--- src/rtl/gpr_pkg.sv ---
// Shared GPR-file constants and helpers for the writeback path.
package gpr_pkg;

    localparam int unsigned XLEN    = 32;
    localparam int unsigned AW      = 5;
    localparam int unsigned NUM_GPR = 32;

    localparam logic [AW-1:0] X0_ADDR = '0;

    // LSB position of slice idx in a flat bus of width-bit fields
    function automatic int unsigned slice_lsb(input int unsigned idx, input int unsigned width);
        return idx * width;
    endfunction

endpackage

--- src/rtl/rr_arbiter.sv ---
// Round-robin arbiter: first request at or after ptr, wrapping, found via a
// double-width masked priority search.
module rr_arbiter #(
    parameter int unsigned N = 4,
    localparam int unsigned PW = (N > 1) ? $clog2(N) : 1
) (
    input  logic [N-1:0]  req,
    input  logic [PW-1:0] ptr,
    input  logic          en,
    output logic [N-1:0]  grant,
    output logic [PW-1:0] grant_idx
);

    logic [2*N-1:0] req_dbl;
    logic [2*N-1:0] masked;
    logic           found;

    // The upper copy of req covers the wrap-around below ptr.
    always_comb begin
        req_dbl   = {req, req};
        masked    = req_dbl & ({(2*N){1'b1}} << ptr);
        found     = 1'b0;
        grant_idx = '0;
        grant     = '0;
        for (int unsigned k = 0; k < 2*N; k++) begin
            if (!found && masked[k]) begin
                found     = 1'b1;
                grant_idx = PW'(k % N);
            end
        end
        if (en && found) begin
            grant[grant_idx] = 1'b1;
        end
    end

endmodule

--- src/rtl/gpr_wb_arbiter.sv ---
// Writeback arbiter for the GPR file's single write port: round-robin grant,
// registered write stage, in-flight forwarding and a contention counter.
module gpr_wb_arbiter #(
    parameter int unsigned NUM_REQ = 4,
    parameter int unsigned XLEN    = gpr_pkg::XLEN,
    parameter int unsigned AW      = gpr_pkg::AW,
    parameter int unsigned CNT_W   = 16
) (
    input  logic                    clk,
    input  logic                    rst,
    input  logic [NUM_REQ-1:0]      req_valid,
    input  logic [NUM_REQ*AW-1:0]   req_rd,
    input  logic [NUM_REQ*XLEN-1:0] req_data,
    output logic [NUM_REQ-1:0]      req_ready,
    input  logic                    wb_stall,
    input  logic [AW-1:0]           rs1,
    input  logic [AW-1:0]           rs2,
    output logic                    gpr_wr_en,
    output logic [AW-1:0]           gpr_rd,
    output logic [XLEN-1:0]         gpr_data_wr,
    output logic                    fwd1_hit,
    output logic                    fwd2_hit,
    output logic [XLEN-1:0]         fwd_data,
    output logic [CNT_W-1:0]        contention
);

    localparam int unsigned PW = (NUM_REQ > 1) ? $clog2(NUM_REQ) : 1;

    logic [PW-1:0]      ptr;
    logic [NUM_REQ-1:0] grant;
    logic [PW-1:0]      grant_idx;
    logic               handshake;
    logic               arb_en;
    logic [AW-1:0]      sel_rd;
    logic [XLEN-1:0]    sel_data;
    logic               multi_valid;

    assign arb_en = rst & ~wb_stall;

    rr_arbiter #(.N(NUM_REQ)) u_arb (
        .req       (req_valid),
        .ptr       (ptr),
        .en        (arb_en),
        .grant     (grant),
        .grant_idx (grant_idx)
    );

    assign req_ready = grant;
    assign handshake = |grant;

    always_comb begin
        sel_rd   = req_rd[gpr_pkg::slice_lsb(32'(grant_idx), AW) +: AW];
        sel_data = req_data[gpr_pkg::slice_lsb(32'(grant_idx), XLEN) +: XLEN];
    end

    always_ff @(posedge clk) begin
        if (!rst) begin
            ptr <= '0;
        end else if (handshake) begin
            ptr <= (grant_idx == PW'(NUM_REQ - 1)) ? '0 : grant_idx + 1'b1;
        end
    end

    // x0 requests complete the handshake but never assert the write enable.
    always_ff @(posedge clk) begin
        if (!rst) begin
            gpr_wr_en   <= 1'b0;
            gpr_rd      <= '0;
            gpr_data_wr <= '0;
        end else begin
            gpr_wr_en <= handshake && (sel_rd != AW'(gpr_pkg::X0_ADDR));
            if (handshake) begin
                gpr_rd      <= sel_rd;
                gpr_data_wr <= sel_data;
            end
        end
    end

    assign fwd1_hit = gpr_wr_en && (gpr_rd == rs1) && (rs1 != AW'(gpr_pkg::X0_ADDR));
    assign fwd2_hit = gpr_wr_en && (gpr_rd == rs2) && (rs2 != AW'(gpr_pkg::X0_ADDR));
    assign fwd_data = gpr_data_wr;

    assign multi_valid = $countones(req_valid) > 1;

    always_ff @(posedge clk) begin
        if (!rst) begin
            contention <= '0;
        end else if (multi_valid && (contention != '1)) begin
            contention <= contention + 1'b1;
        end
    end

endmodule

--- config.mk ---
export PLATFORM = sky130hd
export DESIGN_NAME = gpr_wb_arbiter
export DESIGN_NICKNAME = d
export VERILOG_FILES = /design/src/rtl/gpr_pkg.sv /design/src/rtl/rr_arbiter.sv /design/src/rtl/gpr_wb_arbiter.sv
export SDC_FILE = /design/constraint.sdc
export NUM_CORES = 1
export LEC_CHECK = 0
export CAP_MARGIN = 20
export CELL_PAD_IN_SITES_DETAIL_PLACEMENT = 1
export CELL_PAD_IN_SITES_GLOBAL_PLACEMENT = 1
export CORE_UTILIZATION = 22
export CTS_CLUSTER_DIAMETER = 100
export DETAILED_ROUTE_END_ITERATION = 16
export PLACE_DENSITY = 0.78
export SETUP_SLACK_MARGIN = 0.3
export SLEW_MARGIN = 10
export SYNTH_ARGS = -nofsm -noshare
export SYNTH_HDL_FRONTEND = slang
export SYNTH_SLANG_ARGS = --single-unit
--- constraint.sdc ---
create_clock -name clk -period 3.55 [get_ports clk]
set_input_delay 0.8875 -clock clk [delete_from_list [all_inputs] [get_ports clk]]
set_output_delay 0.8875 -clock clk [all_outputs]
set_load 0.02 [all_outputs]
==> impl_metrics.toml <==
[synth]
avgSynthCellArea_um2 = 7.63
synth_nets = 687
synthCells = 516
synth.distinct_cells = 47
ys.flop_type = "dfxtp_1"
ys_ff_latch = 56
synth_warnings = 0
netlist_area_um2 = 3940
synth_enable_flop_cells = 0
seq_area_frac_synth_pct = 28.5
synth-async-reset-ratio_pct = 0

[worst_setup_path]
max_stage_delay_ns = 0.34
crit_arrival_ns = 2.27
crit_chain = "dlygate4sd2_1 > o221ai_1 > a21oi_4 > inv_2 > ha_4 > and2_4 > buf_6"
path_delay_family = "buffers and inverters"
path_class = "in2out"
start_kind = "input pin"
crit_path_top_delay_cell = "dlygate4sd2_1"
required_ns = 2.66
worst_setup_path_end_kind = "output port"
worst-path-buf-inv = 3
crit_path_max_fanout = 4

[sta]
rsz0062_at_grt = "false"
slew_viol_final = 0
setup_tns_ns = 0
slew_headroom_pct = 56.3
setup_viol = 0
fin_skew_ns = 0.00823
fmax_mhz = 317
fin_crit_ns = 3.16
fin_ws_ns = 0.391
hold_viol_final = 0
tightest_slew_ns = 0.656
fin_crit_sh_pct = 89.0

[cells_and_area]
nNetsFinal = 919
diodes = 0
seq_area_um2 = 1120
final_layout_size_suffix_gt1_share_pct = 10.8
multi_input_area_um2 = 2430
nFillCells = 2081
area_growth_pct = 75.2

[clock_network]
cts_buffers = 5
cts_tree = "yes"
root_buffer = "clkbuf_16"
cts_sinks = 56
clk_pin_slew_ns = 0.08
max-clock-path-buffers = 2
insertion_delay_ns = 0.31
h-tree-depth = 2

[min_path]
hold_path.class = "reg2reg"

[floorplanning]
core_um2 = 17400
rows = 48
io_pins = 257
start_util_pct = 22.7
die_h_um = 136
fp.dieW_um = 136
dieArea_um2 = 18400

[route]
drt-pass1-iter-count = 6
wl_per_cell_um = 18.0
num_vias = 4671
via_per_inst = 4.80
wirelength_mm = 17.5
drt-initial-drc-count = 136
postRouteAntennaNets = 0
drc = 0

[job]
drv_cap = 0

[grt]
grt_max_degree = 75
grt_first_pass_wirelength_mm = 26.4
grt_pass1_vias = 4740
grt_usage_pct = 18.6
grt_overflow = 0
antenna_found_initial = 0

[power_and_ir_drop]
combPwrFrac_pct = 42.3
switching_share_pct = 34.7
clkPwrFrac_pct = 24.5
switching_power_mw = 0.746
seqPwrFrac_pct = 33.2
leakagePower_nw = 2.60
p_int_mw = 1.40
powerDensity_nw_per_um2 = 311
ir_drop_mv = 0.206

[placed_design]
hpwl_mm = 13.2
io_buffers = 256
gp_congestion = 0.805
place_ws_ns = -0.484

[status]
status = "finished, final reports clean"
stage by stage:
step	total power, mW	std cells	area (um2)	utilization [%]	hold WS [ns]
finish	2.15	974	6900	39.7	0.474
global route	2.28	974	6900	39.7	0.502
CTS	2.18	973	6890	39.7	0.476
detailed placement	1.61	960	6630	38.2	0.465
global placement	1.60	960	6630	38.2	0.461
floorplan	1.19	516	3960	-	0.491
area by class of cell:
cell class	instances	area share [%]
clock inverter	3	0.327
sequential	56	16.3
inverter	9	0.490
timing repair buffer	297	41.8
multi-input combinational	379	35.2
clock buffer	5	1.81
tap	225	4.08
placed cells by master (no fill, tap or decap), drive strengths merged, types with 10 or more instances in the layout:
cell type / count
clkdlybuf4s50: 246
a211oi: 37
dfxtp: 56
xnor2: 11
buf: 47
a21oi: 42
inv: 10
nand3: 10
a311o: 35
nand2: 115
nor2: 22
xor2: 12
and3: 39
power groups by stage:
stage / Clock [mW] / Combinational (mW) / Sequential [mW]
5_1_grt: 0.574 / 0.982 / 0.720
4_1_cts: 0.553 / 0.915 / 0.715
2_1_floorplan: 0 / 0.427 / 0.762
6_report: 0.527 / 0.908 / 0.714
3_5_place_dp: 0 / 0.881 / 0.729
3_3_place_gp: 0 / 0.870 / 0.728
per-layer routing:
metal / wire, um / GRT usage, % / share of wire (%)
met1: 7580 / 22.5 / 43
met2: 8690 / 33.8 / 50
met3: 1140 / 3.85 / 6.5
met4: 129 / 3.25 / 0.74
met5: 0 / 0 / 0
synthesized netlist by cell type, types with 2 or more instances:
cell type    n  share of area (%)
a211o_1      3               0.67
a211oi_1    36                6.9
a21oi_1     41                5.2
a311o_1     35                8.9
a31o_2       3               0.67
and2_1       9                1.4
and3_1      38                6.0
buf_2       13                1.7
buf_4       33                6.3
buf_6        5                1.4
clkbuf_1    21                2.0
dfxtp_1     56                 28
ha_1         5                1.6
inv_1        7               0.67
mux2i_1      2               0.51
nand2_1    115                 11
nand2b_1     2               0.32
nand3_1      9                1.1
nand3b_1     2               0.38
nand4_1      9                1.4
nor2_1      21                2.0
nor3_1       4               0.51
o21ai_0      2               0.25
xnor2_1     11                2.4
xor2_1      12                2.7
logic make-up (layout without fill, tap and decap cells):
group	Yosys count	count (layout)	share of synthesized area [%]
simple gates	218	218	26.2
compound gates	130	130	25.3
buf+inv	81	314	12.2
flops	56	56	28.5
xor+xnor	23	23	5.12
fa+ha+maj	6	6	2.10
mux	2	2	0.509
path summary, 6_finish.rpt:
path	start	end	slack (ns)	cells past startpoint
worst max-delay path	req_valid[3]	req_ready[2]	0.39	7
worst min-delay path	fwd_data[5]$_SDFFE_PN0P_	fwd_data[5]$_SDFFE_PN0P_	0.47	2
worst max register to register	ptr[0]$_SDFFE_PN0P_	fwd_data[8]$_SDFFE_PN0P_	0.72	12
worst min register to register	fwd_data[5]$_SDFFE_PN0P_	fwd_data[5]$_SDFFE_PN0P_	0.47	2
sequential cells by signal, summed over array words and instances (netlist names):
signal      flops
contention     16
fwd_data       32
gpr_rd          5
gpr_wr_en       1
ptr             2
worst register-to-register path, stage by stage, from the launching register on:
cell	delay, ns
dfxtp_1	0.38
nand2b_1	0.15
or3b_4	0.39
a21oi_4	0.23
inv_2	0.10
ha_4	0.17
buf_4	0.12
buf_4	0.13
o41ai_4	0.41
buf_4	0.23
buf_12	0.15
a311o_1	0.16
a21oi_1	0.07
timing repair:
action / 4_1_cts / 5_1_grt
gates cloned: 0 / 0
pin swaps: 5 / 3
resized for setup: 51 / 7
hold buffers: 0 / 0
endpoints found under the setup margin: 46 / 35
buffers inserted: 5 / 1
Note: power is estimated with default switching activity, not from simulation.
